`src/rtl/sm83_slice_alu_if.sv`:
```
// Request/response bus between the sm83 execute stage and sm83_slice_alu.
// The master issues start/op/operands; the slave answers with ready/res/f_out/done.
interface sm83_slice_alu_if #(
    parameter int unsigned WIDTH = 8
);
    logic             start;
    logic             ready;
    logic [4:0]       op;
    logic [WIDTH-1:0] acc;
    logic [WIDTH-1:0] arg;
    logic [3:0]       flags_in;
    logic [WIDTH-1:0] res;
    logic [3:0]       f_out;
    logic             done;

    modport master (
        output start, op, acc, arg, flags_in,
        input  ready, res, f_out, done
    );

    modport slave (
        input  start, op, acc, arg, flags_in,
        output ready, res, f_out, done
    );
endinterface

```
`src/rtl/sm83_slice_alu.sv`:
```
// Slice-serial sm83 ALU/shift unit: arithmetic/logic LSB-first in WIDTH/SLICE cycles, shifts in one.
// Defining SM83_ALU_DAA_EN builds DAA as op 16 (WIDTH must be 8); otherwise op 16 is illegal.
module sm83_slice_alu #(
    parameter int unsigned WIDTH = 8,
    parameter int unsigned SLICE = 4,
    parameter int unsigned HBIT  = 4
) (
    input logic             clk,
    input logic             rst,
    sm83_slice_alu_if.slave bus
);
    localparam int unsigned NSL  = WIDTH / SLICE;
    localparam int unsigned CW   = (NSL > 1) ? $clog2(NSL) : 1;
    localparam int          HSL  = int'(HBIT / SLICE) - 1;
    localparam int unsigned HALF = WIDTH / 2;

    if ((WIDTH % SLICE) != 0 || (HBIT % SLICE) != 0 || HBIT == 0 || HBIT >= WIDTH) begin : g_param_err
        $error("sm83_slice_alu: illegal WIDTH/SLICE/HBIT combination");
    end
`ifdef SM83_ALU_DAA_EN
    if (WIDTH != 8) begin : g_daa_err
        $error("sm83_slice_alu: DAA requires WIDTH == 8");
    end
`endif

    typedef enum logic [1:0] {StIdle, StRun, StFin} state_e;

    state_e           r_state;
    logic             r_ready;
    logic             r_done;
    logic [WIDTH-1:0] r_res;
    logic [3:0]       r_f_out;
    logic [WIDTH-1:0] r_a;
    logic [WIDTH-1:0] r_b;
    logic [2:0]       r_op;
    logic [CW-1:0]    r_cnt;
    logic             r_carry;
    logic             r_z;
    logic             r_h;

    logic             w_accept;
    logic             w_serial;
    logic             w_step;
    logic [2:0]       w_op;
    logic [WIDTH-1:0] w_a;
    logic [WIDTH-1:0] w_b;
    logic [CW-1:0]    w_k;
    logic             w_cin;
    logic             w_z_in;
    logic             w_h_in;
    logic             w_sub;
    logic [SLICE-1:0] w_sa;
    logic [SLICE-1:0] w_sb;
    logic [SLICE:0]   w_sum;
    logic [SLICE-1:0] w_slice_res;
    logic             w_z_new;
    logic             w_h_new;
    logic             w_last;
    logic [WIDTH-1:0] w_res_ext;
    logic [WIDTH-1:0] w_a_next;
    logic [WIDTH-1:0] w_b_next;
    logic [3:0]       w_ser_f;
    logic [WIDTH-1:0] w_sc_res;
    logic [3:0]       w_sc_f;
    logic             w_sc_c;
    logic             w_sc_shift;

    assign w_accept = bus.start & r_ready;
    assign w_serial = (bus.op[4:3] == 2'b00);
    assign w_step   = (r_state == StRun) || (w_accept && w_serial);

    // Slice 0 is taken straight from the bus on the accept edge; later slices from the shifters.
    always_comb begin
        w_op   = r_op;
        w_a    = r_a;
        w_b    = r_b;
        w_k    = r_cnt;
        w_cin  = r_carry;
        w_z_in = r_z;
        w_h_in = r_h;
        if (w_accept) begin
            w_op   = bus.op[2:0];
            w_a    = bus.acc;
            w_b    = bus.arg;
            w_k    = '0;
            w_z_in = 1'b1;
            w_h_in = 1'b0;
            case (bus.op[2:0])
                3'd1:       w_cin = bus.flags_in[0];
                3'd2, 3'd7: w_cin = 1'b1;
                3'd3:       w_cin = ~bus.flags_in[0];
                default:    w_cin = 1'b0;
            endcase
        end
    end

    assign w_sub = (w_op == 3'd2) || (w_op == 3'd3) || (w_op == 3'd7);
    assign w_sa  = w_a[SLICE-1:0];
    assign w_sb  = w_sub ? ~w_b[SLICE-1:0] : w_b[SLICE-1:0];
    assign w_sum = {1'b0, w_sa} + {1'b0, w_sb} + {{SLICE{1'b0}}, w_cin};

    always_comb begin
        case (w_op)
            3'd4:    w_slice_res = w_sa & w_b[SLICE-1:0];
            3'd5:    w_slice_res = w_sa ^ w_b[SLICE-1:0];
            3'd6:    w_slice_res = w_sa | w_b[SLICE-1:0];
            3'd7:    w_slice_res = w_sa;
            default: w_slice_res = w_sum[SLICE-1:0];
        endcase
    end

    // CP shifts acc back into the result register but takes Z from the difference.
    assign w_z_new   = w_z_in & ~|((w_op == 3'd7) ? w_sum[SLICE-1:0] : w_slice_res);
    assign w_h_new   = (w_k == CW'(HSL)) ? w_sum[SLICE] : w_h_in;
    assign w_last    = (w_k == CW'(NSL - 1));
    assign w_res_ext = WIDTH'(w_slice_res);
    assign w_a_next  = (w_a >> SLICE) | (w_res_ext << (WIDTH - SLICE));
    assign w_b_next  = w_b >> SLICE;

    always_comb begin
        case (w_op)
            3'd4:       w_ser_f = {w_z_new, 3'b010};
            3'd5, 3'd6: w_ser_f = {w_z_new, 3'b000};
            default:    w_ser_f = {w_z_new, w_sub, w_h_new ^ w_sub, w_sum[SLICE] ^ w_sub};
        endcase
    end

`ifdef SM83_ALU_DAA_EN
    logic [7:0] w_daa_res;
    logic       w_daa_c;

    always_comb begin
        w_daa_res = bus.acc[7:0];
        w_daa_c   = bus.flags_in[0];
        if (!bus.flags_in[2]) begin
            if (bus.flags_in[0] || bus.acc[7:0] > 8'h99) begin
                w_daa_res = w_daa_res + 8'h60;
                w_daa_c   = 1'b1;
            end
            if (bus.flags_in[1] || bus.acc[3:0] > 4'd9) w_daa_res = w_daa_res + 8'h06;
        end else begin
            if (bus.flags_in[0]) w_daa_res = w_daa_res - 8'h60;
            if (bus.flags_in[1]) w_daa_res = w_daa_res - 8'h06;
        end
    end
`endif

    always_comb begin
        w_sc_res   = bus.acc;
        w_sc_f     = bus.flags_in;
        w_sc_c     = 1'b0;
        w_sc_shift = 1'b1;
        case (bus.op)
            5'd8: begin
                w_sc_res = {bus.acc[WIDTH-2:0], bus.flags_in[0]};
                w_sc_c   = bus.acc[WIDTH-1];
            end
            5'd9: begin
                w_sc_res = {bus.flags_in[0], bus.acc[WIDTH-1:1]};
                w_sc_c   = bus.acc[0];
            end
            5'd10: begin
                w_sc_res = {bus.acc[WIDTH-2:0], bus.acc[WIDTH-1]};
                w_sc_c   = bus.acc[WIDTH-1];
            end
            5'd11: begin
                w_sc_res = {bus.acc[0], bus.acc[WIDTH-1:1]};
                w_sc_c   = bus.acc[0];
            end
            5'd12: begin
                w_sc_res = {bus.acc[WIDTH-2:0], 1'b0};
                w_sc_c   = bus.acc[WIDTH-1];
            end
            5'd13: begin
                w_sc_res = {bus.acc[WIDTH-1], bus.acc[WIDTH-1:1]};
                w_sc_c   = bus.acc[0];
            end
            5'd14: begin
                w_sc_res = {1'b0, bus.acc[WIDTH-1:1]};
                w_sc_c   = bus.acc[0];
            end
            5'd15: w_sc_res = {bus.acc[HALF-1:0], bus.acc[WIDTH-1:HALF]};
`ifdef SM83_ALU_DAA_EN
            5'd16: begin
                w_sc_res   = WIDTH'(w_daa_res);
                w_sc_f     = {w_daa_res == 8'h00, bus.flags_in[2], 1'b0, w_daa_c};
                w_sc_shift = 1'b0;
            end
`endif
            default: w_sc_shift = 1'b0;
        endcase
        if (w_sc_shift) w_sc_f = {~|w_sc_res, 2'b00, w_sc_c};
    end

    always_ff @(posedge clk) begin
        if (!rst) begin
            r_state <= StIdle;
            r_ready <= 1'b1;
            r_done  <= 1'b0;
            r_res   <= '0;
            r_f_out <= '0;
            r_a     <= '0;
            r_b     <= '0;
            r_op    <= '0;
            r_cnt   <= '0;
            r_carry <= 1'b0;
            r_z     <= 1'b0;
            r_h     <= 1'b0;
        end else begin
            r_done <= 1'b0;
            if (w_step) begin
                r_a     <= w_a_next;
                r_b     <= w_b_next;
                r_op    <= w_op;
                r_cnt   <= w_k + 1'b1;
                r_carry <= w_sum[SLICE];
                r_z     <= w_z_new;
                r_h     <= w_h_new;
            end
            unique case (r_state)
                StRun: begin
                    if (w_last) begin
                        r_res   <= w_a_next;
                        r_f_out <= w_ser_f;
                        r_done  <= 1'b1;
                        r_ready <= 1'b1;
                        r_state <= StFin;
                    end
                end
                StIdle, StFin: begin
                    r_state <= StIdle;
                    r_ready <= 1'b1;
                    if (w_accept) begin
                        if (!w_serial) begin
                            r_res   <= w_sc_res;
                            r_f_out <= w_sc_f;
                            r_done  <= 1'b1;
                            r_state <= StFin;
                        end else if (w_last) begin
                            r_res   <= w_a_next;
                            r_f_out <= w_ser_f;
                            r_done  <= 1'b1;
                            r_state <= StFin;
                        end else begin
                            r_ready <= 1'b0;
                            r_state <= StRun;
                        end
                    end
                end
                default: r_state <= StIdle;
            endcase
        end
    end

    assign bus.ready = r_ready;
    assign bus.done  = r_done;
    assign bus.res   = r_res;
    assign bus.f_out = r_f_out;
endmodule

```
`src/flat_wrapper.sv`:
```
// flat-port wrapper written by rule: the top's interface ports become plain ports
module sm83_slice_alu_flat 
#(
    parameter int unsigned WIDTH = 8,
    parameter int unsigned SLICE = 4,
    parameter int unsigned HBIT  = 4
)
  (clk, rst, bus_start, bus_op, bus_acc, bus_arg, bus_flags_in, bus_ready, bus_res, bus_f_out, bus_done);
  sm83_slice_alu_if #(.WIDTH(WIDTH)) bus_i ();
  input logic clk;
  input logic rst;
  input wire logic [$bits(bus_i.start)-1:0] bus_start;
  input wire logic [$bits(bus_i.op)-1:0] bus_op;
  input wire logic [$bits(bus_i.acc)-1:0] bus_acc;
  input wire logic [$bits(bus_i.arg)-1:0] bus_arg;
  input wire logic [$bits(bus_i.flags_in)-1:0] bus_flags_in;
  output wire logic [$bits(bus_i.ready)-1:0] bus_ready;
  output wire logic [$bits(bus_i.res)-1:0] bus_res;
  output wire logic [$bits(bus_i.f_out)-1:0] bus_f_out;
  output wire logic [$bits(bus_i.done)-1:0] bus_done;
  assign bus_i.start = bus_start;
  assign bus_i.op = bus_op;
  assign bus_i.acc = bus_acc;
  assign bus_i.arg = bus_arg;
  assign bus_i.flags_in = bus_flags_in;
  assign bus_ready = bus_i.ready;
  assign bus_res = bus_i.res;
  assign bus_f_out = bus_i.f_out;
  assign bus_done = bus_i.done;
  sm83_slice_alu #(.WIDTH(WIDTH), .SLICE(SLICE), .HBIT(HBIT)) u_core (.clk(clk), .rst(rst), .bus(bus_i));
endmodule
```
`config.mk`:
```
export PLATFORM = sky130hd
export DESIGN_NAME = sm83_slice_alu_flat
export DESIGN_NICKNAME = d
export VERILOG_FILES = /design/src/rtl/sm83_slice_alu_if.sv /design/src/rtl/sm83_slice_alu.sv /design/src/flat_wrapper.sv
export SDC_FILE = /design/constraint.sdc
export NUM_CORES = 1
export LEC_CHECK = 0
export CAP_MARGIN = 5
export CORE_MARGIN = 3
export CORE_UTILIZATION = 40
export DETAILED_ROUTE_END_ITERATION = 12
export HOLD_SLACK_MARGIN = 0.12
export PLACE_DENSITY_LB_ADDON = 0.25
export SKIP_CTS_REPAIR_TIMING = 1
export SLEW_MARGIN = 20
export SYNTH_ARGS = -nofsm -noshare
export SYNTH_HDL_FRONTEND = slang
export SYNTH_SLANG_ARGS = --single-unit
```
`constraint.sdc`:
```
create_clock -name clk -period 3.1 [get_ports clk]
set_clock_uncertainty 0.15 [all_clocks]
set_input_delay 0.465 -clock clk [delete_from_list [all_inputs] [get_ports clk]]
set_output_delay 0.465 -clock clk [all_outputs]
set_load 0.02 [all_outputs]
```
==> metrics.yaml <==
outcome:
  status: "finished clean"
setup_path:
  cpPeakStageDelay_ns: 0.38
  rr_endpoint: "u_core.r_z"
  reg2reg_slack_ns: 0.15
  crit_buf_inv: 4
  worst-r2r-cell-count: 13
  setup.worst_path.start_class: "input port"
  rr_startpoint: "u_core.bus.ready"
  worst_setup_path_end_kind: "flop"
  cp.required_ns: 3.17
  arrival_ns: 3.05
  slowest_stage: "fa_2"
  cp_cell_sequence: "dlymetal6s2s_1 -> buf_4 -> and4b_1 -> a31oi_1 -> buf_4 -> nand2_4 -> xnor2_4 -> fa_2 -> inv_2 -> fa_2 -> xor2_2 -> o32a_1 -> nor4b_2 -> nand2_1 -> a31oi_1"
  cp_max_fo: 4
  cp_top_family: "adder cells"
  path_class: "input port to flop"
min_path:
  min_to: "u_core.r_b[3]"
  worstHoldStart: "u_core.r_b[3]"
  whs_path_depth: 2
  holdCritPathClass: "flop to flop"
synthesis:
  yosys_warnings: 0
  synth-xor-area-share_pct: 1.941
  synth_top_family_by_area: "compound AO/OA/AOI/OAI gates"
  netlist_instances: 352
  ys_top_cells_by_area: "dfxtp_1, ha_1, o21ai_0"
  synth_edf_count: 0
  synth_compound_area_share_pct: 27.50
  yosysTopAreaCellShare_pct: 25.88
  synthArstFlopShare_pct: 0
  syn_area_mm2: 0.002708
  avgSynthCellArea_um2: 7.692
  ys_types: 52
  synth_nets: 394
  yosys.area_share.adder_pct: 7.024
  synth_top_cell_by_area: "dfxtp_1"
  synth-seq-area-share_pct: 25.88
  synthSimpleGateAreaFrac_pct: 24.58
  synth_mux_area_share_pct: 7.671
  synth_ff_type: "dfxtp_1"
  synth-seq-cells: 35
routing:
  ant_nets: 0
  drc_errors: 0
  routed_wl_mm: 8.625
  routedWlPerCell_um: 17.08
  drt_iter0_drc: 216
  avgViaCountPerCell: 5.925
  vias: 2992
  dr.pass1.iters: 5
placed_design:
  gp_congestion: 0.9226
  io_buffer_count: 41
  dp_hpwl_mm: 6.376
  place_ws_ns: -0.5993
layout:
  drive_above_1_share_pct: 20.56
  synthToLayoutAreaGrowth_pct: 37.85
  antenna_cells: 0
  multiInputGateArea_mm2: 0.001967
  nNetsFinal: 469
  final-seq-area_um2: 704.4
  fillers: 632
sta:
  finalCritPeriodShare_pct: 95.88
  final.setup.worst_slack_ns: 0.1278
  hold_viol_final: 0
  maxSlewViolCount: 0
  slew_headroom_pct: 50.99
  max_freq_mhz: 336.5
  final-setup-viol-count: 0
  fin_crit_ns: 2.972
  worst_pin_slew_ns: 0.7324
power:
  switching_share_pct: 34.18
  comb_power_share_pct: 40.9
  ir_worst_vdd_mv: 0.3436
  switching_power_uw: 544.3
  power.total_uw: 1592
  pwr-share-seq_pct: 32.5
  p_clk_share_pct: 26.6
  p_leak_uw: 0.001657
  p_int_uw: 1048
  powerDensity_mw_per_mm2: 426.6
clocking:
  clk_pin_slew_ns: 0.08
  cts_buffer_depth: 2
  insertion_delay_ns: 0.30
  cts-htree-levels: 2
  cts_sinks: 35
  cts_tree: "built"
  cts_root_buf: "clkbuf_8"
  cts_buffers: 5
die:
  core_area_mm2: 0.006459
  start_util_pct: 41.92
  dieArea_mm2: 0.007792
  std_cell_rows: 29
  fp.dieW_um: 88.28
  io_pins: 42
  die_h_um: 88.28
grt:
  track_usage_pct: 22.05
  met2_usage_pct: 32.56
  grt_pass1_vias: 2676
  grt_max_degree: 23
  grt_pass1_wl_mm: 13.52
  met3_usage_pct: 3.166
  antenna_found_initial: 0
  busiest_layer: "met1"
  grt-ovfl-total: 0
  grt_use_met1_pct: 33.77
job:
  cap_violations: 0
## power by group through the flow
stage	logic [µW]	clock network, µW	registers, µW
finish	652	423	517
floorplan	318	0	541
global placement	583	0	526
detailed placement	587	0	527
global route	711	437	522
CTS	592	426	517
## synthesized netlist by cell type, types with 10 or more instances
cell type,instances
nand2_1,36
dfxtp_1,35
o21ai_0,29
nor2_1,26
nand3_1,19
a21oi_1,16
clkbuf_1,15
inv_1,14
ha_1,12
and3_1,11
mux2i_1,11
a211oi_1,10
a21boi_0,10
nor3_1,10
o22ai_1,10
## area by class of cell
| class | instances | share of cell area [%] |
|---|---|---|
| clock inverters | 3 | 1.173 |
| clock buffers | 5 | 1.844 |
| multi-input cells | 281 | 52.70 |
| inverters | 14 | 1.408 |
| flip-flops and latches | 35 | 18.87 |
| well taps | 77 | 2.581 |
| repair buffers | 90 | 21.42 |
## tightest hold or removal path, cell delays in order (launching register included)
cell      delay (ns)
dfxtp_1         0.31
nand2_1         0.05
a21boi_0        0.06
## cell families (layout without fill, tap and decap cells)
| family | count (synthesis) | count (layout) |
|---|---|---|
| adder cells (fa/ha/maj) | 14 | 14 |
| AO/OA/AOI/OAI | 111 | 111 |
| AND/OR/NAND/NOR | 132 | 132 |
| multiplexers | 18 | 18 |
| XOR/XNOR | 6 | 6 |
| flip-flops | 35 | 35 |
| buffers and inverters | 36 | 112 |
## layer usage
layer | wire (µm) | vias up
met5 | 0 | -
met4 | 86 | 0
met2 | 3767 | 156
li1 | - | 1437
met1 | 3950 | 1388
met3 | 820 | 11
## placed cells by master, fill, tap and decap left out, types with 11 or more instances in the layout
cell type and instances:
buf_4 46, clkdlybuf4s50_1 37, nand2_1 35, dfxtp_1 34, nor2_1 26, o21ai_0 26, nand3_1 18, a21oi_1 16
inv_1 12, ha_1 12, and3_1 11
## stage by stage
step	cells	TNS (ns)	hold WS, ns	cell area, µm²	utilization [%]
after floorplan	352	0	0.2903	2730	-
after global placement	495	-5.235	0.3004	3490	54.03
after detailed placement	495	-5.764	0.3083	3490	54.03
after CTS	503	-1.952	0.3167	3602	55.77
after global routing	505	-0.1489	0.3410	3732	57.79
final	505	0	0.3165	3732	57.79
## worst max-delay path by stage
stage / start / to / slack (ns) / depth (start not counted)
after CTS: bus_start / u_core.bus.f_out[0] / -0.30 / 16
after global routing: bus_start / u_core.r_z / -0.06 / 15
after floorplan: u_core.bus.ready / u_core.r_z / 0.02 / 13
after detailed placement: bus_start / u_core.bus.f_out[0] / -0.60 / 13
final: bus_start / u_core.r_z / 0.13 / 15
after global placement: bus_start / u_core.bus.f_out[0] / -0.58 / 16
## state kept, by name (all words and copies together) (netlist names)
| register | count |
|---|---|
| u_core.r_z | 1 |
| u_core.r_op | 3 |
| u_core.r_state | 2 |
| u_core.r_b | 4 |
| u_core.r_h | 1 |
| u_core.bus.ready | 1 |
| u_core.bus.f_out | 4 |
| u_core.bus.res | 8 |
| u_core.r_cnt | 1 |
| u_core.r_a | 8 |
| u_core.r_carry | 1 |
| u_core.bus.done | 1 |
No activity file was read; power rests on OpenSTA's default activity.
